--- config.mk ---
export PLATFORM = sky130hd
export DESIGN_NAME = clk_period_meter
export DESIGN_NICKNAME = d
export VERILOG_FILES = /design/src/rtl/clk_period_meter.sv
export SDC_FILE = /design/constraint.sdc
export NUM_CORES = 1
export LEC_CHECK = 0
export BUFFER_PORTS_ARGS = -buffer_cell sky130_fd_sc_hd__buf_4
export CAP_MARGIN = 5
export CORE_MARGIN = 4
export CORE_UTILIZATION = 58
export CTS_CLUSTER_DIAMETER = 200
export DETAILED_ROUTE_END_ITERATION = 10
export PLACE_DENSITY = 0.79
export SETUP_SLACK_MARGIN = 0.15
export SYNTH_ARGS = -nofsm -noshare
export SYNTH_HDL_FRONTEND = slang
export SYNTH_SLANG_ARGS = --single-unit
export TNS_END_PERCENT = 5
--- constraint.sdc ---
create_clock -name clk -period 2.6 [get_ports clk]
set_input_delay 0.26 -clock clk [delete_from_list [all_inputs] [get_ports clk]]
set_output_delay 0.26 -clock clk [all_outputs]
set_load 0.02 [all_outputs]
--- src/rtl/clk_period_meter.sv ---
// Measures period and high time of a slow clock in core-clock cycles, one result per handshake.
// Result appears one edge after the closing meas_clk rise is detected; valid holds until ready.
module clk_period_meter #(
    parameter int CNT_WIDTH = 24,
    parameter int TIMEOUT   = 2**24-1
) (
    input  logic                 clk,
    input  logic                 rst_n,
    input  logic                 en,
    input  logic                 meas_clk,
    input  logic                 ready,
    output logic                 valid,
    output logic [CNT_WIDTH-1:0] period,
    output logic [CNT_WIDTH-1:0] high_time,
    output logic                 timeout,
    output logic                 busy
);

    localparam logic [CNT_WIDTH-1:0] TMO = CNT_WIDTH'(TIMEOUT);

    typedef enum logic [1:0] {S_IDLE, S_ARM, S_MEASURE, S_HOLD} state_t;

    state_t               r_state;
    logic                 r_sync1;
    logic                 r_sync2;
    logic                 r_hist;
    logic [CNT_WIDTH-1:0] r_cnt;
    logic [CNT_WIDTH-1:0] r_high_acc;
    logic [CNT_WIDTH-1:0] r_period;
    logic [CNT_WIDTH-1:0] r_high_time;
    logic                 r_timeout;
    logic                 r_valid;
    logic                 r_busy;

    logic w_rise;
    logic w_fall;
    logic w_at_tmo;

    assign w_rise   = r_sync2 & ~r_hist;
    assign w_fall   = ~r_sync2 & r_hist;
    assign w_at_tmo = (r_cnt == TMO);

    // Both edges are counted from the same delayed pulses, so synchronizer latency cancels.
    always_ff @(posedge clk or negedge rst_n) begin
        if (!rst_n) begin
            r_state     <= S_IDLE;
            r_sync1     <= 1'b0;
            r_sync2     <= 1'b0;
            r_hist      <= 1'b0;
            r_cnt       <= '0;
            r_high_acc  <= '0;
            r_period    <= '0;
            r_high_time <= '0;
            r_timeout   <= 1'b0;
            r_valid     <= 1'b0;
            r_busy      <= 1'b0;
        end else begin
            r_sync1 <= meas_clk;
            r_sync2 <= r_sync1;
            r_hist  <= r_sync2;
            case (r_state)
                S_IDLE: begin
                    r_cnt <= '0;
                    if (en) begin
                        r_state <= S_ARM;
                        r_busy  <= 1'b1;
                    end
                end
                S_ARM: begin
                    if (!en) begin
                        r_state <= S_IDLE;
                        r_busy  <= 1'b0;
                        r_cnt   <= '0;
                    end else if (w_rise) begin
                        r_cnt      <= CNT_WIDTH'(1);
                        r_high_acc <= '0;
                        r_state    <= S_MEASURE;
                    end else if (w_at_tmo) begin
                        r_period    <= '0;
                        r_high_time <= '0;
                        r_timeout   <= 1'b1;
                        r_valid     <= 1'b1;
                        r_busy      <= 1'b0;
                        r_state     <= S_HOLD;
                    end else begin
                        r_cnt <= r_cnt + 1'b1;
                    end
                end
                S_MEASURE: begin
                    // A closing rise on the TIMEOUT cycle still yields a normal result.
                    if (!en) begin
                        r_state <= S_IDLE;
                        r_busy  <= 1'b0;
                        r_cnt   <= '0;
                    end else if (w_rise) begin
                        r_period    <= r_cnt;
                        r_high_time <= r_high_acc;
                        r_timeout   <= 1'b0;
                        r_valid     <= 1'b1;
                        r_busy      <= 1'b0;
                        r_state     <= S_HOLD;
                    end else if (w_at_tmo) begin
                        r_period    <= '0;
                        r_high_time <= '0;
                        r_timeout   <= 1'b1;
                        r_valid     <= 1'b1;
                        r_busy      <= 1'b0;
                        r_state     <= S_HOLD;
                    end else begin
                        r_cnt <= r_cnt + 1'b1;
                        if (w_fall) begin
                            r_high_acc <= r_cnt;
                        end
                    end
                end
                S_HOLD: begin
                    if (ready) begin
                        r_valid <= 1'b0;
                        r_cnt   <= '0;
                        if (en) begin
                            r_state <= S_ARM;
                            r_busy  <= 1'b1;
                        end else begin
                            r_state <= S_IDLE;
                        end
                    end
                end
                default: begin
                    r_state <= S_IDLE;
                    r_busy  <= 1'b0;
                    r_valid <= 1'b0;
                end
            endcase
        end
    end

    assign valid     = r_valid;
    assign period    = r_period;
    assign high_time = r_high_time;
    assign timeout   = r_timeout;
    assign busy      = r_busy;

endmodule
==> summary.txt, run 1 <==
Power and ir drop
  – VDD IR max: about 0.39 mV
  – Power Dens Cells: 569 nW/um^2
  – Cell leakage power: around 2.6 nW

Timing
  – Period utilisation layout: 91.3%
  – Upper clock frequency limit: about 420 MHz
  – Final max-slew violation count: 0
  – Minimum clock period after layout: 2.37 ns
  – Worst clock skew: ~0.011 ns
  – Setup_tns: 0 ns
  – Unrepaired setup endpoints after global routing: yes
  – Final hold slack: ~0.23 ns
  – Least-Margin Pin Slew: around 0.56 ns
  – Relative slew margins: 62.9%
  – Number of hold-slack violations in the final timing report: 0
  – Final number of setup-violating endpoints: 0

Worst setup path
  – Slowest stage cell on the critical path: sky130_fd_sc_hd__a2111o_1
  – Critical path capture point type: register
  – Category of the most critical setup path: register to register
  – Maximum single-stage delay on the critical path: 0.52 ns
  – Worst Reg2Reg Path Length in Cells: 7
  – Sum of buffers and inverters on the critical path: 1
  – Ordered list of cells on the worst path: inv_1 > ha_1 > nand4b_1 > nand2_1 > a2111o_1 > or3_1 > a21oi_1
  – Arr. time, crit path: roughly 2.7 ns
  – Crit path from: r_state[0]$_DFFE_PN0P_
  – Crit Path Max Fanout: 7
  – Dominant delay contributor by cell family on the critical path: simple AND/OR/NAND/NOR gates
  – Reg2Reg Capture Point: r_cnt[18]$_DFFE_PN0P_
  – Startpoint of the lowest-slack register-to-register path: r_state[0]$_DFFE_PN0P_
  – FF-to-FF setup slack: 0.23 ns
  – Worst path required time: 2.88 ns
  – Category of the worst setup path launch point: register

CTS
  – Buffer cell driving the clock tree root: sky130_fd_sc_hd__clkbuf_8
  – CTS sink count: 104
  – Depth of the CTS H-tree: 3
  – Clock Latency Late Sink: about 0.37 ns
  – Clock-pin slew reported for the worst setup and hold paths after clock tree synthesis: 0.10 ns
  – Max Buffers Root-to-Sink: 2
  – TritonCTS clock tree: yes
  – CTS buffer count: 9

GRT
  – Number of antenna violations at the first check in global routing: 0
  – Maximum number of pins on one net before global-route repair: between 60 and 70
  – Via count of the first global-routing pass: 3790
  – Grt total ovfl: 0
  – Global-route wire length before repair: slightly below 20000 um
  – Overall Global Routing Usage: about a quarter

Routing
  – Detailed router's first-iteration violation count: 216
  – Number of vias in the routed layout: between 3000 and 4000
  – Wire length after detailed routing: about 12000 um
  – Number of detailed-routing iterations run before antenna repair: 4
  – Post-route antenna net violation count: 0
  – Ratio of routed vias to standard cells: between 6 and 7
  – Routed wire per std cell: 19.0 um
  – DRC errors left: 0

Place
  – Count of buffers from port buffering: 55
  – HPWL after DPL: between 8000 and 9000 um
  – RePlAce Congestion: 0.896
  – Area after DPL: between 5000 and 6000 sq um

Hold path
  – Min-delay src: en
  – Worst hold path depth: 2
  – Sink of the worst hold path: busy$_DFFE_PN0P_
  – Hold Path Class: primary input to register

Floorplanning
  – Die height: 99.6 um
  – Initial Util: 59.5%
  – Horizontal extent of the die: ~100 um
  – Die Area: between 9000 and 10000 sq um
  – Number of placement rows: 33
  – Core Box Area: 8180 sq um
  – Number of top-level pins: 56

Yosys
  – Cell taking the most area after synthesis: sky130_fd_sc_hd__dfrtp_1
  – Post-synth net total: 448
  – Most area-consuming cells after synthesis: sky130_fd_sc_hd__dfrtp_1 (53%), sky130_fd_sc_hd__mux2i_1 (9.1%), sky130_fd_sc_hd__a22o_1 (4.3%)
  – Yosys reg bits: ~100
  – Sequential area share after synthesis: 53.5%
  – Number of unique standard cell types used by synthesis: 57
  – Synth Instances: approximately 440
  – Synthesized area: 4860 sq um
  – Top cell type's share of synthesized area: between 50% and 60%
  – Most frequently used flop master after synthesis: sky130_fd_sc_hd__dfrtp_1
  – Count of flip-flops with a built-in enable after synthesis: 0
  – Count of warnings emitted by yosys: 0
  – Average size of a mapped cell: roughly 11 sq um
  – Share of flip-flops with an asynchronous set or reset: 100%

Job
  – Count of maximum capacitance violations: 0

Final layout
  – Number of nets at the end of the flow: between 500 and 600
  – Antenna cells: 0
  – Summed area of non-filler cells in the final layout: approximately 5700 sq um
  – Final core utilization: 69.5%
  – Area added between synthesis and finish: 16.7%
  – Share of cells above drive strength 1: approximately 22%

Status
  – Run status: finished, final reports clean
==> worst register-to-register path, delay by kind of cell (launching register included) <==
family / cells / cell delay, ns
AO/OA/AOI/OAI: 2 / 0.69
flip-flops: 1 / 0.44
AND/OR/NAND/NOR: 3 / 0.78
buffers and inverters: 1 / 0.10
adder cells (fa/ha/maj): 1 / 0.27
==> how the worst max path moves through the flow <==
stage | endpoint | slack, ns | cells past startpoint
finish | r_cnt[18]$_DFFE_PN0P_ | 0.23 | 7
global route | r_cnt[18]$_DFFE_PN0P_ | 0.08 | 7
CTS | period[14]$_DFFE_PN0P_ | 0.23 | 6
detailed placement | period[14]$_DFFE_PN0P_ | 0.24 | 6
global placement | period[17]$_DFFE_PN0P_ | 0.30 | 6
floorplan | high_time[1]$_DFFE_PN0P_ | 0.47 | 8
==> layout by cell type, fill, tap and decap left out, types with 6 or more instances in the layout <==
master and n:
sky130_fd_sc_hd__a21oi_1 16, sky130_fd_sc_hd__a22o_1 24, sky130_fd_sc_hd__buf_4 71, sky130_fd_sc_hd__clkbuf_8 10
sky130_fd_sc_hd__dfrtp_1 103, sky130_fd_sc_hd__ha_1 6, sky130_fd_sc_hd__inv_1 10, sky130_fd_sc_hd__mux2i_1 44
sky130_fd_sc_hd__nand2_1 16, sky130_fd_sc_hd__nand3_1 13, sky130_fd_sc_hd__nand4_1 6, sky130_fd_sc_hd__nor2_1 49
sky130_fd_sc_hd__nor2_2 11, sky130_fd_sc_hd__o21ai_0 7, sky130_fd_sc_hd__o31ai_1 9, sky130_fd_sc_hd__or4_1 8
==> flip-flops by register name, summed over array words and instances (netlist names) <==
| register | flops |
|---|---|
| r_sync1 | 1 |
| r_state | 2 |
| period | 24 |
| busy | 1 |
| timeout | 1 |
| valid | 1 |
| r_cnt | 24 |
| r_high_acc | 24 |
| r_sync2 | 1 |
| high_time | 24 |
| r_hist | 1 |
==> cells in the mapped netlist (all sizes together) (2+ instances only) <==
cell    number
a211oi       4
a21oi       16
a22o        24
a31oi        5
a32o         5
and2         5
and3         4
and4         5
buf         20
clkbuf       5
dfrtp      104
ha           6
inv         10
mux2i       44
nand2       16
nand2b       5
nand3       14
nand4        7
nor2        60
nor2b        2
nor3         6
nor3b        5
nor4         4
o211ai       5
o21ai       10
o311ai       3
o31ai        9
or2          3
or3          5
or4          8
xnor2        3
==> metrics by stage <==
stage / setup slack, ns / power [mW] / std cells
6_report: 0.225 / 3.23 / 608
5_1_grt: 0.0822 / 3.37 / 608
4_1_cts: 0.233 / 3.24 / 608
3_5_place_dp: 0.240 / 2.23 / 591
3_3_place_gp: 0.299 / 2.21 / 591
2_1_floorplan: 0.472 / 2.05 / 437
==> power breakdown <==
group | switching [mW] | internal (mW)
Clock | 0.546 | 0.471
Combinational | 0.333 | 0.182
Sequential | 0.0481 | 1.65
==> metal layers <==
metal  up-vias  global-route usage [%]  part of all wire (%)  routed length (um)
met5         -                       0                     0                   0
met4         0                    8.72                   1.4                 157
met3        13                    3.51                   5.1                 588
met2       121                    40.2                    49                5620
met1      1893                    34.8                    45                5220
li1       1721                       -                     -                   -
==> logic make-up (layout without fill, tap and decap cells) <==
family	Yosys count	in the layout	share of synthesized area (%)
flops	104	104	53.5
simple gates	152	152	17.3
fa+ha+maj	6	6	1.54
mux	44	44	9.05
buf+inv	35	101	3.94
compound gates	92	92	14.0
xor+xnor	4	4	0.720
==> cell type report <==
type                            instances  area, sq um
Fill cell                             644         2500
Multi-Input combinational cell        298         2100
Clock buffer                           11          141
Tap cell                              105          131
Sequential cell                       104         2600
Inverter                               10         37.5
Timing Repair Buffer                   76          613
Clock inverter                          4         53.8
==> timing repair <==
action	CTS	global route
hold buffers	2	0
endpoints found under the hold margin	42	0
resized for setup	0	3
setup endpoints to repair	0	36
buffers inserted	0	0
(Power assumes the default switching activity.)
==> inputs of run 2 (changes only) <==
--- a/config.mk
+++ b/config.mk
@@ -8,8 +8,7 @@
 export BUFFER_PORTS_ARGS = -buffer_cell sky130_fd_sc_hd__buf_4
 export CAP_MARGIN = 5
 export CORE_MARGIN = 4
-export CORE_UTILIZATION = 58
-export CTS_CLUSTER_DIAMETER = 200
+export CORE_UTILIZATION = 57
 export DETAILED_ROUTE_END_ITERATION = 10
 export PLACE_DENSITY = 0.79
 export SETUP_SLACK_MARGIN = 0.15
==> run 2 against run 1 <==
Net effect: die area grew 1.6%; hold slack is essentially flat; first-iteration DRC count grew 13%; clock skew grew 0.0013 ns; critical path type unchanged; register-to-register slack gained 0.03 ns.
==> summary.txt, run 2 (same netlist as run 1, synthesis figures left out) <==
Place
  – RePlAce Congestion: approximately 0.89
  – HPWL after DPL: ~7900 um
  – Count of buffers from port buffering: 55

Worst setup path
  – Maximum single-stage delay on the critical path: approximately 0.52 ns
  – Worst path required time: slightly below 3 ns
  – Startpoint of the lowest-slack register-to-register path: r_cnt[1]$_DFFE_PN0P_
  – Crit Path Max Fanout: 24
  – Sum of buffers and inverters on the critical path: 3
  – Arr. time, crit path: 2.64 ns
  – Dominant delay contributor by cell family on the critical path: buffers and inverters
  – Critical path capture point type: register
  – Most numerous cell on the critical path: sky130_fd_sc_hd__buf_4
  – Category of the worst setup path launch point: register
  – Category of the most critical setup path: register to register
  – Slowest stage cell on the critical path: sky130_fd_sc_hd__dfrtp_1
  – Crit path from: r_cnt[1]$_DFFE_PN0P_
  – Ordered list of cells on the worst path: ha_1 > inv_1 > nor4_4 > buf_4 > a311oi_1 > o21ai_2 > buf_4 > a22o_1

Final layout
  – Antenna cells: 0
  – Fill cell instance count of the final layout: around 610
  – Area added between synthesis and finish: 16.8%
  – Most frequent cells in the layout: sky130_fd_sc_hd__dfrtp_1 (103), sky130_fd_sc_hd__buf_4 (66), sky130_fd_sc_hd__nor2_1 (49)
  – Number of nets at the end of the flow: approximately 500
  – Final core utilization: slightly below 70%
  – Share of cells above drive strength 1: 21.7%
  – Leading cell type in the layout, fill and taps excluded: sky130_fd_sc_hd__dfrtp_1

Timing
  – Upper clock frequency limit: around 430 MHz
  – Minimum clock period after layout: roughly 2.3 ns
  – Unrepaired setup endpoints after global routing: yes
  – Least-Margin Pin Slew: approximately 0.63 ns
  – Final max-slew violation count: 0
  – Number of hold-slack violations in the final timing report: 0
  – Relative slew margins: approximately 58%
  – Worst clock skew: approximately 0.012 ns
  – Final number of setup-violating endpoints: 0
  – Final hold slack: approximately 0.23 ns
  – Period utilisation layout: 90.2%
  – Setup_tns: 0 ns

Routing
  – Post-route antenna net violation count: 0
  – Number of detailed-routing iterations run before antenna repair: 5
  – Detailed router's first-iteration violation count: between 200 and 250
  – Number of vias in the routed layout: between 3000 and 4000
  – Ratio of routed vias to standard cells: between 6 and 7
  – Routed wire per std cell: 18.4 um
  – DRC errors left: 0
  – Wire length after detailed routing: around 11000 um

Floorplanning
  – Die height: roughly 100 um
  – Number of placement rows: 33
  – Die Area: 10100 sq um
  – Number of top-level pins: 56
  – Initial Util: 58.9%
  – Horizontal extent of the die: about 100 um
  – Core Box Area: ~8300 sq um

Hold path
  – Min-delay src: en
  – Hold Path Class: primary input to register

GRT
  – Overall Global Routing Usage: 23.2%
  – Maximum number of pins on one net before global-route repair: 58
  – Number of antenna violations at the first check in global routing: 0
  – Via count of the first global-routing pass: ~3700
  – Global-route wire length before repair: roughly 19000 um
  – Grt total ovfl: 0

CTS
  – Buffer cell driving the clock tree root: sky130_fd_sc_hd__clkbuf_8
  – Max Buffers Root-to-Sink: 2
  – Clock-pin slew reported for the worst setup and hold paths after clock tree synthesis: around 0.10 ns
  – Setup fix buffers added after clock tree synthesis: 0
  – CTS sink count: roughly 100
  – TritonCTS clock tree: yes
  – CTS buffer count: 9
  – Clock Latency Late Sink: between 0.3 and 0.4 ns
  – Depth of the CTS H-tree: 3

Power and ir drop
  – Cell leakage power: between 2 and 3 nW
  – Power Dens Cells: roughly 550 nW/um^2
  – VDD IR max: approximately 0.32 mV

Job
  – Count of maximum capacitance violations: 0

Status
  – Run status: finished, final reports clean
## run 2: final cells by class
class	instances	area [sq um]	share of cell area [%]
clock buffer	12	145	2.55
sequential	104	2600	45.8
inverter	10	37.5	0.661
tap	105	131	2.31
timing repair buffer	74	636	11.2
multi-input combinational	298	2090	36.8
clock inverter	4	36.3	0.639
## run 2: where the power goes
group	switching, mW	internal [mW]	leakage (nW)
clock network	0.556	0.388	0.0891
registers	0.0469	1.65	1.44
logic	0.326	0.175	1.05
## run 2: worst paths after layout
kind	to	slack, ns	depth (start not counted)
max	r_high_acc[4]$_DFFE_PN0P_	0.26	8
min	busy$_DFFE_PN0P_	0.23	2
max reg2reg	r_high_acc[4]$_DFFE_PN0P_	0.26	8
min reg2reg	r_sync2$_DFF_PN0_	0.36	0
max in group asynchronous	r_cnt[0]$_DFFE_PN0P_	1.42	3
min in group asynchronous	high_time[17]$_DFFE_PN0P_	0.45	2
## run 2: layer usage
metal / track usage [%] / vias to the layer above / part of all wire (%)
li1: - / 1737 / -
met1: 32.3 / 1813 / 45
met2: 36.7 / 143 / 47
met3: 3.89 / 27 / 6.1
met4: 8.70 / 0 / 2.2
met5: 0 / - / 0
## run 2: through the flow
step	std cells	power [mW]	setup WS (ns)	cell area (sq um)
global route	607	3.29	0.127	5680
finish	607	3.14	0.256	5680
floorplan	437	2.05	0.472	4860
detailed placement	589	2.22	0.234	5470
CTS	607	3.16	0.200	5670
global placement	589	2.21	0.254	5470
## run 2: timing repair
action / CTS / global route
hold buffers: 2 / 0
endpoints found under the hold margin: 48 / 0
gates resized for setup: 0 / 3
endpoints found under the setup margin: 0 / 78
